## config.mk

```make
export PLATFORM = sky130hd
export DESIGN_NAME = result_stage_pipe
export DESIGN_NICKNAME = d
export VERILOG_FILES = /design/src/rtl/result_stage_pipe.sv
export SDC_FILE = /design/constraint.sdc
export NUM_CORES = 1
export LEC_CHECK = 0
export BUFFER_PORTS_ARGS = -buffer_cell sky130_fd_sc_hd__buf_2
export CAP_MARGIN = 20
export CORE_AREA = 2 2 639 641
export CTS_CLUSTER_DIAMETER = 200
export DETAILED_ROUTE_END_ITERATION = 10
export DIE_AREA = 0 0 641 643
export SLEW_MARGIN = 5
export SYNTH_ARGS = -nofsm -noshare
export SYNTH_HDL_FRONTEND = slang
export SYNTH_SLANG_ARGS = --single-unit
```

## constraint.sdc

```tcl
create_clock -name clk -period 1.4 [get_ports clk]
set_input_delay 0.28 -clock clk [delete_from_list [all_inputs] [get_ports clk]]
set_output_delay 0.28 -clock clk [all_outputs]
set_load 0.01 [all_outputs]
```

## src/rtl/result_stage_pipe.sv

```systemverilog
// Per-pipe result staging s1..s7 with write-back from s8 for the SPU-lite core.
// Define RESULT_PIPE_CHECK_EN to drive the sticky protocol error output `err`.
module result_stage_pipe #(
  parameter int PIPE        = 0,
  parameter int REG_DATA_WD = 128,
  parameter int ADDR_WD     = 7
) (
  input  logic                   clk,
  input  logic                   rst,
  input  logic                   iss_valid,
  input  logic [ADDR_WD-1:0]     iss_rt_addr,
  input  logic [2:0]             iss_idx,
  input  logic                   lat2_valid,
  input  logic [REG_DATA_WD-1:0] lat2_data,
  input  logic                   lat3_valid,
  input  logic [REG_DATA_WD-1:0] lat3_data,
  input  logic                   lat4_valid,
  input  logic [REG_DATA_WD-1:0] lat4_data,
  input  logic                   lat6_valid,
  input  logic [REG_DATA_WD-1:0] lat6_data,
  input  logic                   lat7_valid,
  input  logic [REG_DATA_WD-1:0] lat7_data,
  output logic [ADDR_WD-1:0]     rf_addr_s2,
  output logic [ADDR_WD-1:0]     rf_addr_s3,
  output logic [ADDR_WD-1:0]     rf_addr_s4,
  output logic [ADDR_WD-1:0]     rf_addr_s5,
  output logic [ADDR_WD-1:0]     rf_addr_s6,
  output logic [ADDR_WD-1:0]     rf_addr_s7,
  output logic [REG_DATA_WD-1:0] rf_data_s2,
  output logic [REG_DATA_WD-1:0] rf_data_s3,
  output logic [REG_DATA_WD-1:0] rf_data_s4,
  output logic [REG_DATA_WD-1:0] rf_data_s5,
  output logic [REG_DATA_WD-1:0] rf_data_s6,
  output logic [REG_DATA_WD-1:0] rf_data_s7,
  output logic [2:0]             rf_idx_s2,
  output logic [2:0]             rf_idx_s3,
  output logic [2:0]             rf_idx_s4,
  output logic [2:0]             rf_idx_s5,
  output logic [2:0]             rf_idx_s6,
  output logic [2:0]             rf_idx_s7,
  output logic                   rf_we,
  output logic [ADDR_WD-1:0]     rf_addr,
  output logic [REG_DATA_WD-1:0] rf_data,
  output logic                   err
);

  logic [ADDR_WD-1:0]     addr_r      [1:7];
  logic [2:0]             idx_r       [1:7];
  logic [REG_DATA_WD-1:0] data_r      [1:7];
  logic [REG_DATA_WD-1:0] data_nxt_s  [2:7];
  logic                   lat_valid_s [2:7];
  logic [REG_DATA_WD-1:0] lat_data_s  [2:7];
  logic                   expect_s    [2:7];
  logic [2:0]             iss_idx_s;

  function automatic logic [2:0] lat_of(input logic [2:0] idx);
    case (idx)
      3'd1:       lat_of = 3'd2;
      3'd2, 3'd4: lat_of = 3'd3;
      3'd5:       lat_of = 3'd4;
      3'd3, 3'd6: lat_of = 3'd6;
      3'd7:       lat_of = 3'd7;
      default:    lat_of = 3'd0;
    endcase
  endfunction

  function automatic logic idx_legal(input logic [2:0] idx);
    if (idx == 3'd0) begin
      idx_legal = 1'b1;
    end else if (PIPE == 0) begin
      idx_legal = (idx == 3'd1) || (idx == 3'd2) || (idx == 3'd3) ||
                  (idx == 3'd4) || (idx == 3'd7);
    end else begin
      idx_legal = (idx == 3'd5) || (idx == 3'd6);
    end
  endfunction

  // Map the result buses onto the stage they feed; no latency-5 class exists.
  always_comb begin
    lat_valid_s[2] = lat2_valid;  lat_data_s[2] = lat2_data;
    lat_valid_s[3] = lat3_valid;  lat_data_s[3] = lat3_data;
    lat_valid_s[4] = lat4_valid;  lat_data_s[4] = lat4_data;
    lat_valid_s[5] = 1'b0;        lat_data_s[5] = '0;
    lat_valid_s[6] = lat6_valid;  lat_data_s[6] = lat6_data;
    lat_valid_s[7] = lat7_valid;  lat_data_s[7] = lat7_data;
  end

  // Legalise the issued index and select captured or shifted data per stage.
  always_comb begin
    iss_idx_s = idx_legal(iss_idx) ? iss_idx : 3'd0;
    for (int k = 2; k <= 7; k++) begin
      expect_s[k] = (lat_of(idx_r[k-1]) == 3'(k));
      if (expect_s[k] && lat_valid_s[k]) begin
        data_nxt_s[k] = lat_data_s[k];
      end else begin
        data_nxt_s[k] = data_r[k-1];
      end
    end
  end

  // Stage shift register plus the s8 write-back register.
  always_ff @(posedge clk or negedge rst) begin
    if (!rst) begin
      for (int k = 1; k <= 7; k++) begin
        addr_r[k] <= '0;
        idx_r[k]  <= 3'd0;
        data_r[k] <= '0;
      end
      rf_we   <= 1'b0;
      rf_addr <= '0;
      rf_data <= '0;
    end else begin
      if (iss_valid) begin
        addr_r[1] <= iss_rt_addr;
        idx_r[1]  <= iss_idx_s;
      end else begin
        addr_r[1] <= '0;
        idx_r[1]  <= 3'd0;
      end
      data_r[1] <= '0;
      for (int k = 2; k <= 7; k++) begin
        addr_r[k] <= addr_r[k-1];
        idx_r[k]  <= idx_r[k-1];
        data_r[k] <= data_nxt_s[k];
      end
      rf_we <= (idx_r[7] != 3'd0);
      if (idx_r[7] != 3'd0) begin
        rf_addr <= addr_r[7];
        rf_data <= data_r[7];
      end else begin
        rf_addr <= '0;
        rf_data <= '0;
      end
    end
  end

  assign rf_addr_s2 = addr_r[2];  assign rf_idx_s2 = idx_r[2];  assign rf_data_s2 = data_r[2];
  assign rf_addr_s3 = addr_r[3];  assign rf_idx_s3 = idx_r[3];  assign rf_data_s3 = data_r[3];
  assign rf_addr_s4 = addr_r[4];  assign rf_idx_s4 = idx_r[4];  assign rf_data_s4 = data_r[4];
  assign rf_addr_s5 = addr_r[5];  assign rf_idx_s5 = idx_r[5];  assign rf_data_s5 = data_r[5];
  assign rf_addr_s6 = addr_r[6];  assign rf_idx_s6 = idx_r[6];  assign rf_data_s6 = data_r[6];
  assign rf_addr_s7 = addr_r[7];  assign rf_idx_s7 = idx_r[7];  assign rf_data_s7 = data_r[7];

`ifdef RESULT_PIPE_CHECK_EN
  logic err_r;
  logic err_set_s;

  // A stage expecting a result without one, or a result nobody expects, is a protocol error.
  always_comb begin
    err_set_s = iss_valid && (iss_idx != 3'd0) && !idx_legal(iss_idx);
    for (int k = 2; k <= 7; k++) begin
      if (expect_s[k] != lat_valid_s[k]) begin
        err_set_s = 1'b1;
      end else begin
        err_set_s = err_set_s;
      end
    end
  end

  // Sticky error flag, cleared only by reset.
  always_ff @(posedge clk or negedge rst) begin
    if (!rst) begin
      err_r <= 1'b0;
    end else begin
      err_r <= err_r | err_set_s;
    end
  end

  assign err = err_r;
`else
  assign err = 1'b0;
`endif

endmodule

```

==> metrics.log <==
INFO  metric drcViolationCount = 0
INFO  metric fin_worst_hold_slack = 0.190 ns
INFO  metric critPathKind = reg -> reg
INFO  metric endpoint_kind = flip-flop
INFO  metric grt_setup_unrepaired = true
INFO  metric synth.avg_cell_area = 16.8 µm²
INFO  metric clock_sinks = 974
INFO  metric async_reset_ff_frac = 1.00
INFO  metric antenna_found_initial = between 100 and 150
INFO  metric powerDensity = 1170 mW/mm²
INFO  metric synth_commonest_cells = 974 x sky130_fd_sc_hd__dfrtp_1, 409 x sky130_fd_sc_hd__mux2_2, 270 x sky130_fd_sc_hd__and2_1, 190 x sky130_fd_sc_hd__buf_4, 103 x sky130_fd_sc_hd__mux2_4
INFO  metric route.detailed.vias_per_inst = 2.84
INFO  metric power_report.internal_total = about 58 mW
INFO  metric power.switching_fraction = 0.290
INFO  metric die_w = 641 µm
INFO  metric place.port_buffers = 1621
INFO  metric postRouteAntennaNets = 0
INFO  metric transition_time_at_the_pin_with_the_least_slew_margin = 0.537 ns
INFO  metric run_status = finished with violations
INFO  metric routed_wl = 355000 µm
INFO  metric synth-seq-cells = between 900 and 1000
INFO  metric synth_top_cell_area_share = 0.709
INFO  metric first_pass_grt_wire_length = 426000 µm
INFO  metric clkPwrFrac = 0.454
INFO  metric synth.area.top_cells = sky130_fd_sc_hd__dfrtp_1 71%, sky130_fd_sc_hd__mux2_2 13%, sky130_fd_sc_hd__and2_1 4.9%
INFO  metric worst_skew_pair.late_latency = 0.85 ns
INFO  metric initial_utilization = 0.0848
INFO  metric die-area = 0.412 mm²
INFO  metric power.ir.vdd_worst = 0.841 mV
INFO  metric synth_most_common_cell = sky130_fd_sc_hd__dfrtp_1
INFO  metric growth_of_design_area_from_synthesis_to_finish = 104%
INFO  metric first_iteration_detailed_routing_drc_count = 1987
INFO  metric timing.critical_path.cells = xor2_2 -> and3_4 -> buf_6 -> buf_12 -> buf_16 -> mux2_4
INFO  metric setup.worst_path.start_class = flip-flop
INFO  metric total_gr_overflow = 0
INFO  metric timing.clock.skew = 0.0543 ns
INFO  metric synth_cell_type_count = 23
INFO  metric layout.core_utilization = 0.173
INFO  metric critPathMaxStageDelay = about 0.42 ns
INFO  metric synth_top_area_cell = sky130_fd_sc_hd__dfrtp_1
INFO  metric power.switching = 23.7 mW
INFO  metric max_slew_headroom = 0.641
INFO  metric final.setup.worst_slack = -0.515 ns
INFO  metric setup-violations-final = 1712
INFO  metric clock_slew_seen_by_the_registers_of_the_worst_setup_and_hold_paths = approximately 0.060 ns
INFO  metric detailedPlacementHpwl = 304000 µm
INFO  metric synth_enable_flop_cells = 0
INFO  metric wl_per_cell = 34.5 µm
INFO  metric timing_hold_violations_final = 0
INFO  metric vias_in_the_first_global_route = 31500
INFO  metric number_of_primary_i_o_pins = 1623
INFO  metric violations = setup timing
INFO  metric timing.critical_path.required = between 2 and 2.5 ns
INFO  metric reg2reg_setup_slack = -0.52 ns
INFO  metric maxClockFrequency = approximately 0.52 GHz
INFO  metric worstPathMaxFanout = 16
INFO  metric cts_max_path_buffers = 4
INFO  metric layout_worst_path_cycle_share = 1.37
INFO  metric vias = 29300
INFO  metric ys_warn_count = 0
INFO  metric cap_viol_max_count = 0
INFO  metric cts_made_buffers = 135
INFO  metric synth_fp_nets = ~2700
INFO  metric final_layout_size_suffix_gt1_frac = 0.652
INFO  metric slew_violations = 0
INFO  metric grt_use_total = 0.167
INFO  metric postSynthCellCount = between 2000 and 2500
INFO  metric p_leak = 33.9 nW
INFO  metric power_frac_seq = 0.384
INFO  metric placement_rows = 234
INFO  metric worst_hold_path_type = in -> async
INFO  metric core_area = 0.405 mm²
INFO  metric chipHeight = 643 µm
INFO  metric crit_arrival = approximately 2.6 ns
INFO  metric detailedRoute.firstPassIterationCount = 7
INFO  metric finish.net_count = 5374
INFO  metric power_frac_comb = 0.161
INFO  metric worst_path_max_delay_cell = sky130_fd_sc_hd__dfrtp_1
INFO  metric synth_ff_type = sky130_fd_sc_hd__dfrtp_1
INFO  metric cts.root.buffer_cell = sky130_fd_sc_hd__clkbuf_16
INFO  metric gp_congestion = slightly above 0.9
INFO  metric synth_sequential_area_ratio = 0.709
INFO  metric tritoncts_clock_tree = yes
INFO  metric period_minus_slack = 1.92 ns
INFO  metric h-tree-depth = 4
INFO  metric syn_area = between 0.03 and 0.04 mm²
INFO  metric maximum_number_of_pins_on_one_net_before_global_route_repair = 80
[layout make-up]
type | count | area, µm²
antenna | 46 | 115
clock buffer | 176 | 3770
clock inverter | 62 | 872
fill | 44400 | 335000
inverter | 2 | 7.51
multi-input combinational | 797 | 8310
sequential | 974 | 24700
tap | 5428 | 6790
timing repair buffer | 2806 | 25500
[cells by family (layout without fill, tap and decap cells)]
| family | after synthesis | count (layout) | synth area share |
|---|---|---|---|
| buffers and inverters | 276 | 3046 | 0.0599 |
| flip-flops | 974 | 974 | 0.709 |
| AO/OA/AOI/OAI | 2 | 2 | 0.000291 |
| XOR/XNOR | 3 | 3 | 0.000764 |
| other | 1 | 47 | 0.000109 |
| AND/OR/NAND/NOR | 279 | 279 | 0.0511 |
| multiplexers | 512 | 512 | 0.179 |
[power groups by stage]
stage	Clock [mW]	Combinational, mW	Sequential [mW]
after floorplan	0	2.04	31.3
after global placement	0	8.64	31.8
after detailed placement	0	8.63	31.8
after CTS	38.4	13.4	31.4
after global routing	39.3	14.0	31.6
final	37.2	13.2	31.4
[flip-flops by register name (all words and copies together), names as in the netlist, 7 cells and up]
register and cells:
rf_data 128, rf_data_s7 128, rf_addr_s2 7, rf_addr_s7 7, rf_data_s6 128, rf_data_s2 128, rf_addr 7, rf_data_s4 128
rf_data_s5 128, rf_addr_s3 7, rf_addr_s5 7, rf_data_s3 128, rf_addr_s6 7, addr_r 7, rf_addr_s4 7
[metrics by stage]
| stage | worst slack (ns) | std cells | setup TNS, ns | power, mW | instance area [µm²] |
|---|---|---|---|---|---|
| after floorplan | -0.0582 | 2047 | -8.44 | 33.3 | 34400 |
| after global placement | -0.591 | 8957 | -180.30 | 40.5 | 48900 |
| after detailed placement | -0.574 | 8957 | -178.13 | 40.4 | 48900 |
| after CTS | -0.586 | 10200 | -599.09 | 83.2 | 69200 |
| after global routing | -0.594 | 10300 | -601.91 | 84.9 | 70000 |
| final | -0.515 | 10300 | -471.35 | 81.8 | 70100 |
[cells in the final DEF, fill, tap and decap left out, drive strengths merged]
cell type / Yosys / final
nand3b: 1 / 1
and3: 2 / 2
nand2: 2 / 2
clkinvlp: 0 / 5
xnor2: 1 / 1
nand4: 1 / 1
and2: 270 / 270
mux2: 512 / 512
buf: 250 / 2134
dfrtp: 974 / 974
clkbuf: 24 / 186
dlygate4sd3: 0 / 661
conb: 1 / 1
xor2: 2 / 2
or3: 1 / 1
inv: 2 / 20
clkinv: 0 / 25
bufbuf: 0 / 1
and4bb: 1 / 1
diode: 0 / 46
a21oi: 2 / 2
nand4b: 1 / 1
bufinv: 0 / 14
[metal layers]
metal / GRT usage / up-vias / part of all wire
met5: 0 / - / 0.00026
met4: 0.0428 / 14 / 0.029
met3: 0.107 / 434 / 0.15
met2: 0.267 / 1673 / 0.46
met1: 0.181 / 15100 / 0.36
li1: - / 12000 / -
[worst paths after layout]
path                       cells after the start              startpoint                        end
hold reg to reg                                0    addr_r[45]$_DFF_PN0_    rf_addr_s2[3]$_DFF_PN0_
setup reg to reg                               6  rf_idx_s5[2]$_DFF_PN0_   rf_data_s6[13]$_DFF_PN0_
max in group asynchronous                      3                     rst  rf_data_s3[121]$_DFF_PN0_
setup / recovery                               6  rf_idx_s5[2]$_DFF_PN0_   rf_data_s6[13]$_DFF_PN0_
hold / removal                                 3                     rst     rf_idx_s6[1]$_DFF_PN0_
min in group clk                               3           lat6_data[48]   rf_data_s6[48]$_DFF_PN0_
[repair_timing]
item                                    in CTS  in global routing
gates resized for setup                   1802                120
cloned                                      18                  9
hold buffers                               661                  0
hold endpoints to repair                  1624                  0
pin swaps                                    4                  4
buffers inserted                           346                 25
endpoints found under the setup margin    1690               1735
[critical path: cells and delay by family, from the launching register on]
| kind | cells | cell delay, ns |
|---|---|---|
| buffers and inverters | 3 | 0.48 |
| DFF | 1 | 0.42 |
| muxes | 1 | 0.32 |
| and+or+nand+nor | 1 | 0.27 |
| xor gates and xnor gates | 1 | 0.20 |
Power figures use the tool's default switching activity.
